--- config.mk ---
export PLATFORM = sky130hd
export DESIGN_NAME = boss_attack_sequencer_flat
export DESIGN_NICKNAME = d
export VERILOG_FILES = /design/src/rtl/boss_attack_sequencer_if.sv /design/src/rtl/boss_attack_sequencer.sv /design/src/flat_wrapper.sv
export SDC_FILE = /design/constraint.sdc
export NUM_CORES = 1
export LEC_CHECK = 0
export ABC_CLOCK_PERIOD_IN_PS = 3500
export BUFFER_PORTS_ARGS = -buffer_cell sky130_fd_sc_hd__buf_4
export CAP_MARGIN = 20
export CORE_MARGIN = 4
export CORE_UTILIZATION = 37
export DETAILED_ROUTE_END_ITERATION = 16
export PLACE_DENSITY = 0.66
export RECOVER_POWER = 50
export SLEW_MARGIN = 0
export SYNTH_ARGS = -nofsm -noshare
export SYNTH_HDL_FRONTEND = slang
export SYNTH_SLANG_ARGS = --single-unit
--- constraint.sdc ---
create_clock -name clk_master -period 3.5 [get_ports clk_master]
set_input_delay 0.7 -clock clk_master [delete_from_list [all_inputs] [get_ports clk_master]]
set_output_delay 0.7 -clock clk_master [all_outputs]
set_load 0.05 [all_outputs]
--- src/rtl/boss_attack_sequencer_if.sv ---
// Boss attack sequencer bus: one-cycle control pulses in; slot geometry, phase flags
// and FSM state out.
interface boss_attack_sequencer_if #(
    parameter int NUM_SLOTS = 5
);
    // step and hit are single-cycle pulses with no ready. A step that arrives while an
    // attack is in flight is dropped, not queued. fsm_state: 0 idle, 1 telegraph, 2 fire, 3 defeated.
    logic                     step;
    logic                     hit;
    logic [31:0]              delay;
    logic [NUM_SLOTS-1:0]     slot_valid;
    logic [10*NUM_SLOTS-1:0]  slot_x;
    logic [9*NUM_SLOTS-1:0]   slot_y;
    logic [9:0]               proj_w;
    logic [8:0]               proj_h;
    logic [1:0]               attack_type;
    logic                     telegraph;
    logic                     fire;
    logic [9:0]               boss_hp;
    logic                     enraged;
    logic                     defeated;
    logic [1:0]               fsm_state;

    modport master (
        output step, hit, delay,
        input  slot_valid, slot_x, slot_y, proj_w, proj_h, attack_type,
               telegraph, fire, boss_hp, enraged, defeated, fsm_state
    );

    modport slave (
        input  step, hit, delay,
        output slot_valid, slot_x, slot_y, proj_w, proj_h, attack_type,
               telegraph, fire, boss_hp, enraged, defeated, fsm_state
    );
endinterface

--- src/rtl/boss_attack_sequencer.sv ---
// Boss attack sequencer: walks a 7-pattern attack cycle, telegraphs beams and tracks boss HP.
// Optional feature macro: BOSS_ENRAGE_EN (enrage phase below ENRAGE_HP halves the telegraph).
module boss_attack_sequencer #(
    parameter int NUM_SLOTS = 5,
    parameter int HP_MAX    = 540,
    parameter int HIT_DMG   = 20,
    parameter int ENRAGE_HP = 180,
    parameter int BOSS_X    = 264,
    parameter int BOSS_Y    = 121,
    parameter int BOSS_W    = 400,
    parameter int BOSS_H    = 110,
    parameter int PROJ_W    = 10,
    parameter int PROJ_H    = 15,
    parameter int BEAM_W    = 80,
    parameter int BEAM_H    = 280,
    parameter int DIAG_WH   = 20
) (
    input  logic                   clk_master,
    input  logic                   rst,
    boss_attack_sequencer_if.slave bus
);
`ifdef BOSS_ENRAGE_EN
    localparam bit ENRAGE_ON = 1'b1;
`else
    localparam bit ENRAGE_ON = 1'b0;
`endif
    localparam logic [9:0] HP_MAX_L    = 10'(HP_MAX);
    localparam logic [9:0] HIT_DMG_L   = 10'(HIT_DMG);
    localparam logic [9:0] ENRAGE_HP_L = 10'(ENRAGE_HP);
    localparam logic [8:0] SLOT_Y      = 9'(BOSS_Y + BOSS_H);
    localparam int         XW          = 10 * NUM_SLOTS;
    localparam int         YW          = 9 * NUM_SLOTS;

    typedef enum logic [1:0] {
        S_IDLE      = 2'd0,
        S_TELEGRAPH = 2'd1,
        S_FIRE      = 2'd2,
        S_DEFEATED  = 2'd3
    } state_t;

    state_t               state_q, state_d;
    logic [2:0]           pat_q, pat_d;
    logic [31:0]          timer_q, timer_d;
    logic [9:0]           hp_q, hp_d;
    logic [NUM_SLOTS-1:0] valid_q, valid_d;
    logic [XW-1:0]        x_q, x_d;
    logic [YW-1:0]        y_q, y_d;
    logic [9:0]           pw_q, pw_d;
    logic [8:0]           ph_q, ph_d;
    logic [1:0]           type_q, type_d;
    logic                 tele_q, tele_d;
    logic                 fire_q, fire_d;

    logic [NUM_SLOTS-1:0] ld_valid;
    logic [XW-1:0]        ld_x;
    logic [YW-1:0]        ld_y;
    logic [9:0]           ld_w;
    logic [8:0]           ld_h;
    logic [1:0]           ld_type;
    logic                 ld_beam;
    logic                 enraged;
    logic [31:0]          dly_raw;
    logic [31:0]          dly_eff;

    function automatic int spread_x(input int i);
        return BOSS_X + (i * BOSS_W) / (NUM_SLOTS - 1) - PROJ_W / 2;
    endfunction

    assign enraged = ENRAGE_ON && (hp_q != 10'd0) && (hp_q <= ENRAGE_HP_L);
    assign dly_raw = enraged ? {1'b0, bus.delay[31:1]} : bus.delay;
    assign dly_eff = (dly_raw == 32'd0) ? 32'd1 : dly_raw;

    // Geometry for the pattern that the next accepted step will launch.
    always_comb begin
        ld_valid = '0;
        ld_x     = '0;
        ld_y     = '0;
        ld_w     = 10'(PROJ_W);
        ld_h     = 9'(PROJ_H);
        ld_type  = 2'b00;
        ld_beam  = 1'b0;
        case (pat_q)
            3'd0, 3'd2: begin
                for (int i = 0; i < NUM_SLOTS; i++) begin
                    ld_valid[i]       = 1'b1;
                    ld_x[10*i +: 10]  = 10'(spread_x(i));
                end
            end
            3'd1, 3'd3: begin
                for (int i = 0; i < NUM_SLOTS - 1; i++) begin
                    ld_valid[i]       = 1'b1;
                    ld_x[10*i +: 10]  = 10'((spread_x(i) + spread_x(i + 1)) / 2);
                end
            end
            3'd4: begin
                ld_valid[1:0] = 2'b11;
                ld_x[9:0]     = 10'(BOSS_X - BEAM_W / 2);
                ld_x[19:10]   = 10'(BOSS_X + BOSS_W - BEAM_W / 2);
                ld_w          = 10'(BEAM_W);
                ld_h          = 9'(BEAM_H);
                ld_type       = 2'b01;
                ld_beam       = 1'b1;
            end
            3'd5: begin
                ld_valid[2:0] = 3'b111;
                ld_x[9:0]     = 10'd144;
                ld_x[19:10]   = 10'd424;
                ld_x[29:20]   = 10'd703;
                ld_w          = 10'(BEAM_W);
                ld_h          = 9'(BEAM_H);
                ld_type       = 2'b01;
                ld_beam       = 1'b1;
            end
            3'd6: begin
                ld_valid[1:0] = 2'b11;
                ld_x[9:0]     = 10'(BOSS_X - DIAG_WH);
                ld_x[19:10]   = 10'(BOSS_X + BOSS_W + DIAG_WH);
                ld_w          = 10'(DIAG_WH);
                ld_h          = 9'(DIAG_WH);
                ld_type       = 2'b10;
            end
            default: ;
        endcase
        for (int i = 0; i < NUM_SLOTS; i++) begin
            if (ld_valid[i]) ld_y[9*i +: 9] = SLOT_Y;
        end
    end

    always_comb begin
        state_d = state_q;
        pat_d   = pat_q;
        timer_d = timer_q;
        hp_d    = hp_q;
        valid_d = valid_q;
        x_d     = x_q;
        y_d     = y_q;
        pw_d    = pw_q;
        ph_d    = ph_q;
        type_d  = type_q;
        tele_d  = 1'b0;
        fire_d  = 1'b0;

        if (bus.hit) hp_d = (hp_q > HIT_DMG_L) ? hp_q - HIT_DMG_L : 10'd0;

        // A killing hit wins over everything, including a fire due this same edge.
        if (state_q != S_DEFEATED && hp_d == 10'd0) begin
            state_d = S_DEFEATED;
            timer_d = '0;
            valid_d = '0;
            x_d     = '0;
            y_d     = '0;
        end else begin
            case (state_q)
                S_IDLE: begin
                    if (bus.step) begin
                        valid_d = ld_valid;
                        x_d     = ld_x;
                        y_d     = ld_y;
                        pw_d    = ld_w;
                        ph_d    = ld_h;
                        type_d  = ld_type;
                        pat_d   = (pat_q == 3'd6) ? 3'd0 : pat_q + 3'd1;
                        if (ld_beam) begin
                            state_d = S_TELEGRAPH;
                            tele_d  = 1'b1;
                            timer_d = dly_eff;
                        end else begin
                            state_d = S_FIRE;
                            fire_d  = 1'b1;
                        end
                    end
                end
                S_TELEGRAPH: begin
                    if (timer_q <= 32'd1) begin
                        state_d = S_FIRE;
                        fire_d  = 1'b1;
                        timer_d = '0;
                    end else begin
                        timer_d = timer_q - 32'd1;
                        tele_d  = 1'b1;
                    end
                end
                S_FIRE:  state_d = S_IDLE;
                default: ;
            endcase
        end
    end

    always_ff @(posedge clk_master) begin
        if (rst) begin
            state_q <= S_IDLE;
            pat_q   <= 3'd0;
            timer_q <= '0;
            hp_q    <= HP_MAX_L;
            valid_q <= '0;
            x_q     <= '0;
            y_q     <= '0;
            pw_q    <= '0;
            ph_q    <= '0;
            type_q  <= 2'b00;
            tele_q  <= 1'b0;
            fire_q  <= 1'b0;
        end else begin
            state_q <= state_d;
            pat_q   <= pat_d;
            timer_q <= timer_d;
            hp_q    <= hp_d;
            valid_q <= valid_d;
            x_q     <= x_d;
            y_q     <= y_d;
            pw_q    <= pw_d;
            ph_q    <= ph_d;
            type_q  <= type_d;
            tele_q  <= tele_d;
            fire_q  <= fire_d;
        end
    end

    assign bus.slot_valid  = valid_q;
    assign bus.slot_x      = x_q;
    assign bus.slot_y      = y_q;
    assign bus.proj_w      = pw_q;
    assign bus.proj_h      = ph_q;
    assign bus.attack_type = type_q;
    assign bus.telegraph   = tele_q;
    assign bus.fire        = fire_q;
    assign bus.boss_hp     = hp_q;
    assign bus.enraged     = enraged;
    assign bus.defeated    = (state_q == S_DEFEATED);
    assign bus.fsm_state   = state_q;
endmodule

--- src/flat_wrapper.sv ---
// flat-port wrapper written by rule: the top's interface ports become plain ports
module boss_attack_sequencer_flat 
#(
    parameter int NUM_SLOTS = 5,
    parameter int HP_MAX    = 540,
    parameter int HIT_DMG   = 20,
    parameter int ENRAGE_HP = 180,
    parameter int BOSS_X    = 264,
    parameter int BOSS_Y    = 121,
    parameter int BOSS_W    = 400,
    parameter int BOSS_H    = 110,
    parameter int PROJ_W    = 10,
    parameter int PROJ_H    = 15,
    parameter int BEAM_W    = 80,
    parameter int BEAM_H    = 280,
    parameter int DIAG_WH   = 20
)
  (clk_master, rst, bus_step, bus_hit, bus_delay, bus_slot_valid, bus_slot_x, bus_slot_y, bus_proj_w, bus_proj_h, bus_attack_type, bus_telegraph, bus_fire, bus_boss_hp, bus_enraged, bus_defeated, bus_fsm_state);
  boss_attack_sequencer_if #(.NUM_SLOTS(NUM_SLOTS)) bus_i ();
  input  logic clk_master;
  input  logic rst;
  input wire logic [$bits(bus_i.step)-1:0] bus_step;
  input wire logic [$bits(bus_i.hit)-1:0] bus_hit;
  input wire logic [$bits(bus_i.delay)-1:0] bus_delay;
  output wire logic [$bits(bus_i.slot_valid)-1:0] bus_slot_valid;
  output wire logic [$bits(bus_i.slot_x)-1:0] bus_slot_x;
  output wire logic [$bits(bus_i.slot_y)-1:0] bus_slot_y;
  output wire logic [$bits(bus_i.proj_w)-1:0] bus_proj_w;
  output wire logic [$bits(bus_i.proj_h)-1:0] bus_proj_h;
  output wire logic [$bits(bus_i.attack_type)-1:0] bus_attack_type;
  output wire logic [$bits(bus_i.telegraph)-1:0] bus_telegraph;
  output wire logic [$bits(bus_i.fire)-1:0] bus_fire;
  output wire logic [$bits(bus_i.boss_hp)-1:0] bus_boss_hp;
  output wire logic [$bits(bus_i.enraged)-1:0] bus_enraged;
  output wire logic [$bits(bus_i.defeated)-1:0] bus_defeated;
  output wire logic [$bits(bus_i.fsm_state)-1:0] bus_fsm_state;
  assign bus_i.step = bus_step;
  assign bus_i.hit = bus_hit;
  assign bus_i.delay = bus_delay;
  assign bus_slot_valid = bus_i.slot_valid;
  assign bus_slot_x = bus_i.slot_x;
  assign bus_slot_y = bus_i.slot_y;
  assign bus_proj_w = bus_i.proj_w;
  assign bus_proj_h = bus_i.proj_h;
  assign bus_attack_type = bus_i.attack_type;
  assign bus_telegraph = bus_i.telegraph;
  assign bus_fire = bus_i.fire;
  assign bus_boss_hp = bus_i.boss_hp;
  assign bus_enraged = bus_i.enraged;
  assign bus_defeated = bus_i.defeated;
  assign bus_fsm_state = bus_i.fsm_state;
  boss_attack_sequencer #(.NUM_SLOTS(NUM_SLOTS), .HP_MAX(HP_MAX), .HIT_DMG(HIT_DMG), .ENRAGE_HP(ENRAGE_HP), .BOSS_X(BOSS_X), .BOSS_Y(BOSS_Y), .BOSS_W(BOSS_W), .BOSS_H(BOSS_H), .PROJ_W(PROJ_W), .PROJ_H(PROJ_H), .BEAM_W(BEAM_W), .BEAM_H(BEAM_H), .DIAG_WH(DIAG_WH)) u_core (.clk_master(clk_master), .rst(rst), .bus(bus_i));
endmodule
## Word-level counts from Yosys, hierarchy flattened

Cells that the tools add are included.

- Add/subtract/negate cells: 3
- Order comparisons: 2
- Eq/ne operators: 14
- Mux-type cells: 38
- Bitwise gates (word level): 1
- Reduce and logical (&&, ||, !) cells: 18

Operators by type and width:

| operator | count |
|---|---|
| $mux W32 | 4 |
| $pmux W20 S5 | 1 |
| $pmux W32 S2 | 1 |
| $mux W8 | 5 |
| $le A32 B1 Y1 const B | 1 |
| $logic_not A32 Y1 | 1 |
| $sub A32 B1 Y32 const B | 1 |
| $mux W10 | 3 |
| $pmux W10 S3 | 1 |
| $pmux W10 S2 | 1 |
| $pmux W9 S2 | 1 |
| $pmux W7 S2 | 1 |
| $gt A10 B5 Y1 const B | 1 |
| $logic_not A10 Y1 | 1 |
| $mux W1 | 10 |
| $mux W2 | 5 |
| $sub A10 B5 Y10 const B | 1 |
| $eq A3 B3 Y1 const B | 3 |
| $reduce_and A3 Y1 | 3 |
| $reduce_or A2 Y1 | 4 |
| $reduce_or A7 Y1 | 1 |
| $eq A3 B2 Y1 const B | 2 |
| $pmux W2 S3 | 1 |
| $reduce_or A5 Y1 | 1 |
| 19 further kinds | 22 |

- Register bits: 170
- Input bits: 36
- Output and inout port bits: 137
- Word-level logic and storage cells: 88

## Longest topological paths before layout

- Depth after elaboration: 7
- Depth in mapped cells: 11
- Mapped depth without buffers: 9

## Worst setup path before layout

Ideal clock, no wire load.

- Path type: reg2reg
- Start: register u_core.hp_q[2], in the netlist u_core.bus.boss_hp[2]
- End: register u_core.valid_q[1], in the netlist u_core.bus.slot_valid[1]
- Library setup time: 0.128 ns
- Arrival time: 2.689 ns
- Required time: 3.372 ns
- Path slack: 0.684 ns
- Cell stages (with the launch flop): 12
- Buffers on the path: 2
- Period minus slack after synthesis: 2.816 ns
- Cell sequence: dfxtp_1 -> inv_1 -> ha_1 -> nor2b_1 -> nand3b_1 -> a311oi_1 -> nand4_1 -> a21oi_1 -> or2_2 -> clkbuf_1 -> buf_1 -> nor2_1

- Longest elaborated chain between the ends: 6
- Elaborated cells between the ends (all ways): 7
- Those cells by class: add/sub: 1; order compare: 1; mux: 2; reduce/logical: 3

Ends and longest elaborated chain:

| what | RTL line | RTL |
|---|---|---|
| from (decl) | boss_attack_sequencer.sv:44 | `logic [9:0] hp_q, hp_d;` |
| from (signal assigned) | boss_attack_sequencer.sv:207 | `hp_q <= hp_d;` |
| $sub A10 B5 Y10 / $gt A10 B5 Y1 (equally long branches) | boss_attack_sequencer.sv:143 | `if (bus.hit) hp_d = (hp_q > HIT_DMG_L) ? hp_q - HIT_DMG_L : 10'd0;` |
| $mux W10 | boss_attack_sequencer.sv:143 |  |
| $mux W10 (*) | boss_attack_sequencer.sv:143 |  |
| $logic_not A10 Y1 (*) | boss_attack_sequencer.sv:146 | `if (state_q != S_DEFEATED && hp_d == 10'd0) begin` |
| $logic_and A1 B1 Y1 (*) | boss_attack_sequencer.sv:146 |  |
| $reduce_or A2 Y1 (no line) (*) | n/a |  |
| to (signal assigned) | boss_attack_sequencer.sv:208 | `valid_q <= valid_d;` |
| to (decl) | boss_attack_sequencer.sv:45 | `logic [NUM_SLOTS-1:0] valid_q, valid_d;` |

Mark *: on every way between the ends. The rest lies on a longest branch, timed or not.
A chain may end at the register's enable or synchronous reset.

## Final worst setup path

- Start: register u_core.timer_q[23]
- End: register u_core.timer_q[8]

- Longest elaborated chain between the ends: 3

Ends and longest elaborated chain:

| what | RTL line | RTL |
|---|---|---|
| from (decl) | boss_attack_sequencer.sv:43 | `logic [31:0] timer_q, timer_d;` |
| from (signal assigned) | boss_attack_sequencer.sv:206 | `timer_q <= timer_d;` |
| $le A32 B1 Y1 | boss_attack_sequencer.sv:174 | `if (timer_q <= 32'd1) begin` |
| $mux W32 | boss_attack_sequencer.sv:174 |  |
| $pmux W32 S2 | boss_attack_sequencer.sv:153 | `case (state_q)` |

Every way passes these cells.

==> impl_results.md <==
* Status: complete, no violations
* Worst r2r src: u_core.timer_q[23]
* Vias in the first global route at 4119
* Hold_ws at 452.0 ps
* Post-Layout Inst Area at 5529 µm²
* Max clock buf depth at 2
* Combinational power share at 0.593
* Antenna Nets Post-Route at 0
* Final setup vio count at 0
* Reg power frac at 0.220
* Hold Crit Class: reg2reg
* DR iter-0 viols at 468
* Core Region at 12720 µm²
* Worst path required time at 3730 ps
* Layout cell share with drive strength beyond 1 at 0.1342
* Worst-Skew Late Latency at 340 ps
* Kind of critical path: reg2reg
* Total Wirelength at 13.52 mm
* Post-DP HPWL at 10.02 mm
* Clk pin slew, worst setup/hold paths at 70 ps
* Initial antenna violation count at 0
* Fmax at 334.9 MHz
* Setup crit end kind: register
* # diodes at 0
* Max IR drop VDD at 0.3989 mV
* # placed instances at 864
* Yosys reg bits at 77
* Slew @ Worst Pin at 968.8 ps
* Static leakage at 2.166 nW
* Synth cell types at 58
* Internal power at 2.527 mW
* Cts hold-fix bufs at 0
* Worst EP arrival at 3210 ps
* Setup crit start kind: register
* CTS tree: done
* Sequential fraction of the synthesis area at 0.3169
* Syn_area_per_cell at 7.673 µm²
* CTS sink count at 77
* Num CTS Buffers at 9
* Chip width at 122.7 µm
* I/O Pins at 173
* Synth Flop Type: dfxtp_1
* Power Total at 5.562 mW
* Post-Syn Instances at 634
* CTS root buf: clkbuf_16
* Worst reg2reg endpoint: u_core.timer_q[8]
* Pre-CTS setup slack at 510.7 ps
* R2R depth at 7
* Setup repair bufs after CTS at 0
* Area Growth Syn to Fin at 13.66%
* Setup ws final at 513.8 ps
* Switch share at 0.5456
* DRC viols at 0
* GRT overflow at 0
* Dominant cell type by area after synthesis: dfxtp_1
* Clk_skew at 10.39 ps
* Hold depth at 2
* RSZ-0062 raised after global routing: no
* Hold Path End: u_core.bus.slot_x[36]
* WL per Instance at 15.37 µm
* H-tree levels at 3
* Total GRT Usage at 0.1720
* Reg2reg setup slack at 510 ps
* P_sw at 3.034 mW
* Maxcap violations at 0
* Post-CTS resize count at 0
* Post-synth EDFFs at 0
* Largest net degree at the start of global routing at 46
* Fin cells at 880
* Min Clock Period, post-route at 2986 ps
* Commonest cells in the synthesized netlist: 94 x buf_4, 77 x dfxtp_1, 63 x nor2_1, 49 x nand2_1, 45 x a21oi_1
* Synth top area cells: dfxtp_1 32%, buf_4 15%, nor2_1 4.9%
* FFs w/ async S/R, synth at 0
* Initial Util at 0.3824
* Most common cell in the netlist: buf_4
* Fillers at 1354
* First-pass GRT wire length at 20.83 mm
* Hold Fails Final Rpt at 0
* Sum Neg Setup Slack at 0 ps
* PwrDens at 1006 nW/µm²
* Core Util, Final at 0.4346
* Die ar. at 15050 µm²
* Row count at 41
* Period Utilization, post-route at 0.8532
* Die outline height at 122.7 µm
* HP Start: u_core.bus.slot_x[36]
* Clock network power share at 0.187
* Number of detailed-routing iterations run before antenna repair at 5
* # port buffers at 138
* CP Max Fanout at 13
* Placed inst area at 5512 µm²
* Synth top area share at 0.3169
* Final-report max-slew violation count at 0
* DR vias at 4702
* Final nets at 751
* Slew margin rel. at 0.3541
* Syn Std Cell Area at 4865 µm²
* Vias per cell at 5.343
* Syn. warnings at 0
* Routability congestion estimate at 0.8866
cell type report:
class / count / area (µm²) / share of cell area
Clock inverter: 6 / 93.84 / 0.01697
Timing Repair Buffer: 151 / 830.8 / 0.1503
Tap cell: 172 / 215.2 / 0.03892
Inverter: 21 / 78.83 / 0.01426
Sequential cell: 77 / 1541 / 0.2788
Clock buffer: 10 / 239.0 / 0.04322
Multi-Input combinational cell: 443 / 2530 / 0.4576
sequential cells by signal, indices dropped and copies added (netlist names):
register,count
u_core.bus.telegraph,1
u_core.timer_q,32
u_core.bus.fire,1
u_core.bus.boss_hp,10
u_core.bus.fsm_state,2
u_core.bus.slot_x,18
u_core.bus.slot_y,1
u_core.pat_q,3
u_core.bus.proj_h,2
u_core.bus.slot_valid,3
u_core.bus.attack_type,1
u_core.bus.proj_w,3
critical path: stages, from the launching register on:
cell and delay (ps):
dfxtp_1 350, or4_4 570, or4_4 570, o41ai_4 650, buf_4 300, nor2_1 140, nand4b_1 190, a31oi_1 90
cells in the final DEF, fill, tap and decap left out, drive strengths merged, types with 4 or more instances in the layout:
cell type | netlist | final
inv | 21 | 22
nand2 | 49 | 49
a31oi | 13 | 13
nand2b | 6 | 6
conb | 1 | 34
or3 | 11 | 11
nor2 | 63 | 63
o32ai | 6 | 6
dfxtp | 77 | 77
a211oi | 8 | 8
nand4 | 5 | 5
nor3 | 24 | 24
a21oi | 45 | 45
nand3 | 20 | 20
nor4 | 20 | 20
xnor2 | 5 | 5
mux2i | 6 | 6
ha | 12 | 12
buf | 101 | 67
nor2b | 7 | 7
and2 | 5 | 5
or4 | 4 | 4
a22oi | 10 | 10
o21ai | 41 | 41
clkbuf | 25 | 94
o22ai | 4 | 4
and3 | 8 | 8
worst max-delay path by stage:
stage                          startpoint                        to  cells past startpoint
CTS                    u_core.timer_q[23]         u_core.timer_q[8]                      7
global placement                  bus_hit           u_core.bus.fire                      9
global route        u_core.bus.boss_hp[2]           u_core.bus.fire                     10
floorplan           u_core.bus.boss_hp[2]  u_core.bus.slot_valid[1]                     11
detailed placement                bus_hit           u_core.bus.fire                      9
finish                 u_core.timer_q[23]         u_core.timer_q[8]                      7
power groups by stage:
stage	Clock, mW	Sequential, mW	Combinational, mW
2_1_floorplan	0	1.55	2.48
3_3_place_gp	0	1.24	3.44
3_5_place_dp	0	1.25	3.47
4_1_cts	1.05	1.23	3.48
5_1_grt	1.08	1.26	3.56
6_report	1.04	1.22	3.30
metal layers:
metal	share of wire	track usage	up-vias
met3	0.070	0.03041	19
met5	0	0	-
met1	0.42	0.2200	2217
met4	0.017	0.05038	0
met2	0.49	0.2959	205
li1	-	-	2261
cell families after synthesis:
kind of cell / count (synthesis) / share of synthesized area
DFF: 77 / 0.3169
xor gates and xnor gates: 6 / 0.01080
other: 1 / 0.0007709
AOI/OAI and AO/OA: 151 / 0.1955
adders and majority gates: 12 / 0.03086
buffers and inverters: 147 / 0.1908
and+or+nand+nor: 233 / 0.2397
muxes: 7 / 0.01466
No activity file was read; power rests on OpenSTA's default activity.
